==> config.mk <==
export PLATFORM = sky130hd
export DESIGN_NAME = cmp_arb
export DESIGN_NICKNAME = d
export VERILOG_FILES = /design/src/rtl/cmp_defs.sv /design/src/rtl/rr_arb2.sv /design/src/rtl/cmp_arb.sv
export SDC_FILE = /design/constraint.sdc
export NUM_CORES = 1
export LEC_CHECK = 0
export BUFFER_PORTS_ARGS = -buffer_cell sky130_fd_sc_hd__clkbuf_2
export CAP_MARGIN = 40
export CORE_ASPECT_RATIO = 1.75
export CORE_MARGIN = 10
export CORE_UTILIZATION = 30
export CTS_BUF_LIST = sky130_fd_sc_hd__clkbuf_8
export CTS_CLUSTER_SIZE = 30
export DETAILED_ROUTE_END_ITERATION = 8
export PLACE_DENSITY = 0.6
export REMOVE_ABC_BUFFERS = 1
export SYNTH_ARGS = -nofsm -noshare
export SYNTH_HDL_FRONTEND = slang
export SYNTH_SLANG_ARGS = --single-unit
==> constraint.sdc <==
create_clock -name clk -period 1.6 [get_ports clk]
set_clock_uncertainty 0.2 [all_clocks]
set_input_delay 0.08 -clock clk [delete_from_list [all_inputs] [get_ports clk]]
set_output_delay 0.08 -clock clk [all_outputs]
set_load 0.03 [all_outputs]
==> src/rtl/cmp_defs.sv <==
// Shared definitions for the compare arbiter: FSM state encoding and the
// ALUFun[3:1] compare codes understood by the shared comparator.
package cmp_defs;

    typedef enum logic [1:0] {
        ST_IDLE = 2'd0,
        ST_EXEC = 2'd1,
        ST_RESP = 2'd2
    } state_t;

    localparam logic [2:0] FUN_NEQ = 3'b000;
    localparam logic [2:0] FUN_EQ  = 3'b001;
    localparam logic [2:0] FUN_LT  = 3'b010;
    localparam logic [2:0] FUN_LTZ = 3'b101;
    localparam logic [2:0] FUN_LEZ = 3'b110;
    localparam logic [2:0] FUN_GTZ = 3'b111;

    // Codes 011 and 100 have no compare meaning; the arbiter flags them as errors.
    function automatic logic fun_supported(input logic [2:0] fun);
        logic ok;
        case (fun)
            FUN_EQ, FUN_NEQ, FUN_LT, FUN_LEZ, FUN_LTZ, FUN_GTZ: ok = 1'b1;
            default:                                           ok = 1'b0;
        endcase
        return ok;
    endfunction

endpackage

==> src/rtl/rr_arb2.sv <==
// Two-way combinational winner select; the last-grant pointer lives in the
// parent so this block stays purely combinational.
module rr_arb2 #(
    parameter bit FIXED_PRIO = 1'b0
) (
    input  logic [1:0] valid,
    input  logic       last,
    output logic [1:0] grant
);

    // Only a tie needs a decision: the requester not served last time wins,
    // unless fixed priority pins the win to requester 0.
    always_comb begin
        grant = valid;
        if (valid == 2'b11) begin
            grant = (FIXED_PRIO || last) ? 2'b01 : 2'b10;
        end
    end

endmodule

==> src/rtl/cmp_arb.sv <==
// Arbitrates the branch unit and the set-less-than unit onto one shared
// ADD/SUB comparator, one operation at a time (IDLE -> EXEC -> RESP).
module cmp_arb
    import cmp_defs::*;
#(
    parameter int DW         = 32,
    parameter int FIXED_PRIO = 0
) (
    input  logic          clk,
    input  logic          reset,
    input  logic [1:0]    req_valid,
    output logic [1:0]    req_ready,
    input  logic [DW-1:0] req_a0,
    input  logic [DW-1:0] req_b0,
    input  logic [DW-1:0] req_a1,
    input  logic [DW-1:0] req_b1,
    input  logic [2:0]    req_fun0,
    input  logic [2:0]    req_fun1,
    output logic [1:0]    resp_valid,
    input  logic [1:0]    resp_ready,
    output logic          resp_s,
    output logic          resp_err,
    output logic [DW-1:0] alu_a,
    output logic [DW-1:0] alu_b,
    output logic          alu_sub,
    output logic [2:0]    alu_fun3to1,
    input  logic          alu_s0,
    output logic          busy
);

    state_t        state;
    state_t        state_nx;
    logic          last_grant;
    logic          winner;
    logic [DW-1:0] a_q;
    logic [DW-1:0] b_q;
    logic [2:0]    fun_q;
    logic          s_q;
    logic          err_q;
    logic [1:0]    grant;

    rr_arb2 #(
        .FIXED_PRIO(FIXED_PRIO != 0)
    ) u_arb (
        .valid(req_valid),
        .last (last_grant),
        .grant(grant)
    );

    always_ff @(posedge clk or negedge reset) begin
        if (!reset) begin
            state <= ST_IDLE;
        end else begin
            state <= state_nx;
        end
    end

    // req_ready is gated by reset so nothing is accepted while reset is held.
    always_comb begin
        state_nx   = state;
        req_ready  = 2'b00;
        resp_valid = 2'b00;
        alu_sub    = 1'b0;
        case (state)
            ST_IDLE: begin
                if (reset && (grant != 2'b00)) begin
                    req_ready = grant;
                    state_nx  = ST_EXEC;
                end
            end
            ST_EXEC: begin
                alu_sub  = 1'b1;
                state_nx = ST_RESP;
            end
            ST_RESP: begin
                resp_valid = winner ? 2'b10 : 2'b01;
                if (resp_ready[winner]) begin
                    state_nx = ST_IDLE;
                end
            end
            default: state_nx = ST_IDLE;
        endcase
    end

    always_ff @(posedge clk or negedge reset) begin
        if (!reset) begin
            last_grant <= 1'b1;
            winner     <= 1'b0;
            a_q        <= '0;
            b_q        <= '0;
            fun_q      <= 3'b000;
            s_q        <= 1'b0;
            err_q      <= 1'b0;
        end else begin
            if (req_ready != 2'b00) begin
                winner     <= req_ready[1];
                last_grant <= req_ready[1];
                a_q        <= req_ready[1] ? req_a1 : req_a0;
                b_q        <= req_ready[1] ? req_b1 : req_b0;
                fun_q      <= req_ready[1] ? req_fun1 : req_fun0;
            end
            // Unsupported codes still spend their EXEC cycle but report S=0.
            if (state == ST_EXEC) begin
                s_q   <= fun_supported(fun_q) ? alu_s0 : 1'b0;
                err_q <= !fun_supported(fun_q);
            end
        end
    end

    assign alu_a       = a_q;
    assign alu_b       = b_q;
    assign alu_fun3to1 = fun_q;
    assign resp_s      = s_q;
    assign resp_err    = err_q;
    assign busy        = (state != ST_IDLE);

endmodule

==> results of run 1 <==
[cells by family after synthesis]
logic type | synth area share
buf+inv | 0.0730
flops | 0.487
mux | 0.00600
compound gates | 0.413
simple gates | 0.0207
[stage by stage]
step | util | hold WS [ps]
2_1_floorplan | - | -416
3_3_place_gp | 0.409 | -37.1
3_5_place_dp | 0.409 | -33.6
==> flow_metrics.env, run 1 <==
export IMPL_outcome="stopped before the end"
export IMPL_lastStage="4_1_cts"
export IMPL_error_line="[ERROR RSZ-0060] Max buffer count reached."
export IMPL_dp_hpwl_um=10400
export IMPL_post_cts_setup_buffers=9
export IMPL_synth_cells=273
export IMPL_ys_ff_latch=73
export IMPL_avgSynthCellArea_um2=13.7
export IMPL_synthTopCellsByCount="dfrtp_1, o32ai_1, a2bb2oi_1, a2bb2oi_2, buf_2"
export IMPL_place_gp_congestion=0.802
export IMPL_synth_enable_flop_cells=0
export IMPL_pin_count=216
export IMPL_port_buffers=215
export IMPL_yosysWarnings=0
export IMPL_die_y_um=168
export IMPL_place_area_um2=5060
export IMPL_htreeDepth=3
export IMPL_post_cts_resized=41
export IMPL_synth_cell_type_count=30
export IMPL_cts_hold_buf=134
export IMPL_clock_sinks=73
export IMPL_clock_root_buffer="clkbuf_8"
export IMPL_synth_ff_type="dfrtp_1"
export IMPL_synth_area_leaders="dfrtp_1, o32ai_1, a2bb2oi_1, a2bb2oi_2, o32ai_4"
export IMPL_yosysMostFrequentCell="dfrtp_1"
export IMPL_num_rows=54
export IMPL_preCtsSetupSlack_ps=-36.2
export IMPL_yosysTopAreaCell="dfrtp_1"
export IMPL_ys_seq_area_frac=0.487
export IMPL_yosysTopAreaCellShare=0.480
export IMPL_synth_async_reset_ratio=1.00
export IMPL_netlist_area_um2=3750
export IMPL_die_x_um=105
export IMPL_cts_buffer_depth=2
export IMPL_numCtsBuffers=9
export IMPL_initial_core_util=0.304
export IMPL_placed_cells=640
==> run 2, diff against run 1 <==
CORE_ASPECT_RATIO = unset   (was 1.75)
CORE_UTILIZATION = 20   (was 30)
CTS_BUF_LIST = unset   (was sky130_fd_sc_hd__clkbuf_8)
CTS_CLUSTER_SIZE = unset   (was 30)
PLACE_DENSITY = unset   (was 0.6)
PLACE_DENSITY_LB_ADDON = 0.15   (was unset)
clock period = 2.08 ns   (was 1.6 ns; I/O delays follow)
==> run 2 against run 1 <==
The flow now finishes without violations. Area after synthesis unchanged. Synthesized cell count unchanged.
==> flow_metrics.env, run 2 <==
export IMPL_clk_latency_ps=340
export IMPL_cp_end_kind="primary output"
export IMPL_antenna_found_initial=0
export IMPL_max_freq_mhz=493
export IMPL_tns_ps=0
export IMPL_yosysMostFrequentCell="dfrtp_1"
export IMPL_tightest_slew_ps=882
export IMPL_wl_um=15300
export IMPL_ys_seq_area_frac=0.487
export IMPL_fin_util=0.368
export IMPL_whs_ps=49.7
export IMPL_instances_no_fill=853
export IMPL_clock_root_buffer="clkbuf_16"
export IMPL_drtIter0Drc=150
export IMPL_max_vdd_ir_drop_v=0.000472
export IMPL_placed_cells=695
export IMPL_final_common_cell="clkbuf_2"
export IMPL_coreArea_um2=18600
export IMPL_ys_ff_latch=73
export IMPL_setup_viol=0
export IMPL_place_area_um2=5040
export IMPL_fin_nets=755
export IMPL_diodes=0
export IMPL_die_x_um=157
export IMPL_synth_ff_type="dfrtp_1"
export IMPL_synthMuxAreaShare=0.00600
export IMPL_wl_per_cell_um=18.0
export IMPL_synth_xor_area_frac=0
export IMPL_max_cap_violations=0
export IMPL_yosysTopAreaCellShare=0.480
export IMPL_viasPerCell=4.58
export IMPL_grt_pass1_wl_um=24100
export IMPL_r2r_setup_slack_ps=280
export IMPL_synth_compound_area_share=0.413
export IMPL_initial_core_util=0.202
export IMPL_die_y_um=157
export IMPL_grt_pass1_vias=4445
export IMPL_dp_hpwl_um=9950
export IMPL_use_met3=0.0480
export IMPL_synthTopCellsByCount="dfrtp_1, o32ai_1, a2bb2oi_1, a2bb2oi_2, buf_2"
export IMPL_synth_fa_ha_area_frac=0
export IMPL_pin_count=216
export IMPL_area_growth_pct=82.1
export IMPL_hold_path_class="input pin to register"
export IMPL_final_min_clock_period_ps=2030
export IMPL_fillers=1820
export IMPL_clock_sinks=73
export IMPL_num_rows=50
export IMPL_synth_cells=273
export IMPL_synth_area_leaders="dfrtp_1, o32ai_1, a2bb2oi_1, a2bb2oi_2, o32ai_4"
export IMPL_start_kind="register"
export IMPL_cp_max_fo=4
export IMPL_total_power_mw=8.78
export IMPL_synth_cell_type_count=30
export IMPL_antenna_left=0
export IMPL_crit_type="register to primary output"
export IMPL_setup_ws_ps=51.3
export IMPL_final_cell_mix="clkbuf_2, dlygate4sd3_1, dfrtp_1, o32ai_1, a2bb2oi_1"
export IMPL_cts_tree="yes"
export IMPL_crit_path_max_incr_delay_ps=420
export IMPL_preCtsSetupSlack_ps=38.9
export IMPL_first_pass_iters=6
export IMPL_num_vias=3906
export IMPL_cp_slowest_cell="dfrtp_1"
export IMPL_port_buffers=215
export IMPL_finalHoldViolations=0
export IMPL_synthSimpleGateAreaFrac=0.0207
export IMPL_yosysWarnings=0
export IMPL_grtUsageMet1=0.146
export IMPL_cp_arrival_ps=1720
export IMPL_path_clk_slew_ps=60
export IMPL_fin_crit_sh=0.975
export IMPL_dieArea_um2=24600
export IMPL_required_ps=1780
export IMPL_outcome="completed"
export IMPL_crit_path_cell_trace="or2_2 -> nor4_2 -> buf_2"
export IMPL_grt_max_degree=71
export IMPL_met2_usage=0.197
export IMPL_synth_async_reset_ratio=1.00
export IMPL_drcViolationCount=0
export IMPL_synth_top_family_by_area="compound AO/OA/AOI/OAI gates"
export IMPL_grt_busiest_layer="met2"
export IMPL_drv_slew=0
export IMPL_yosysTopAreaCell="dfrtp_1"
export IMPL_numCtsBuffers=9
export IMPL_grt_ovfl_total=0
export IMPL_track_usage=0.123
export IMPL_netlist_area_um2=3750
export IMPL_drive_gt1_frac=0.464
export IMPL_design_area_um2=6840
export IMPL_avgSynthCellArea_um2=13.7
export IMPL_slew_limit_headroom=0.409
export IMPL_htreeDepth=3
export IMPL_rsz0062_at_grt="yes"
export IMPL_leakage_nw=2.97
export IMPL_cts_buffer_depth=2
export IMPL_synth_enable_flop_cells=0
export IMPL_place_gp_congestion=0.671
export IMPL_power_density_nw_per_um2=1280
==> run 2: cell counts after synthesis <==
Identical to the previous run, type by type.
==> run 2: timing repair <==
item,in CTS,in global routing
endpoints found under the hold margin,106,0
setup endpoints to repair,1,2
resized for setup,3,1
pin swaps,1,1
setup buffers,0,2
hold buffers,139,0
gates cloned,1,0
==> run 2: metal layers <==
| layer | vias to the layer above | part of all wire |
|---|---|---|
| li1 | 1832 | - |
| met1 | 1898 | 0.43 |
| met2 | 151 | 0.47 |
| met3 | 25 | 0.082 |
| met4 | 0 | 0.022 |
| met5 | - | 0 |
==> run 2: cells by family after synthesis <==
family / after synthesis
multiplexers: 2
buffers and inverters: 42
AO/OA/AOI/OAI: 142
AND/OR/NAND/NOR: 14
flip-flops: 73
==> run 2: report_power, final <==
group / total (mW) / leakage, nW / internal [mW] / switching (mW)
Sequential: 2.55 / 0.794 / 2.08 / 0.466
Combinational: 4.35 / 2.00 / 1.72 / 2.63
Clock: 1.88 / 0.175 / 1.27 / 0.608
==> run 2: final cells by class <==
type                       count  area [um^2]  area share
inverter                       4         15.0     0.00220
timing repair buffer         367         2650       0.387
tap                          234          293      0.0428
clock inverter                 4         97.6      0.0143
clock buffer                  12          267      0.0390
sequential                    73         1830       0.267
multi-input combinational    159         1690       0.247
==> run 2: worst paths after layout <==
path                              start           end  depth (start not counted)
setup / recovery               state[0]  req_ready[0]                          3
hold / removal             req_valid[1]    last_grant                          4
setup reg to reg             last_grant     alu_a[12]                          4
hold reg to reg                  resp_s        resp_s                          2
max in group asynchronous         reset      alu_b[8]                          4
min in group asynchronous         reset      state[1]                          3
==> run 2: worst max-delay path: cells and delay by family, from the launching register on <==
kind	cells	cell delay, ps
buf+inv	1	280
simple gates	2	690
flops	1	420
(Power assumes the default switching activity.)
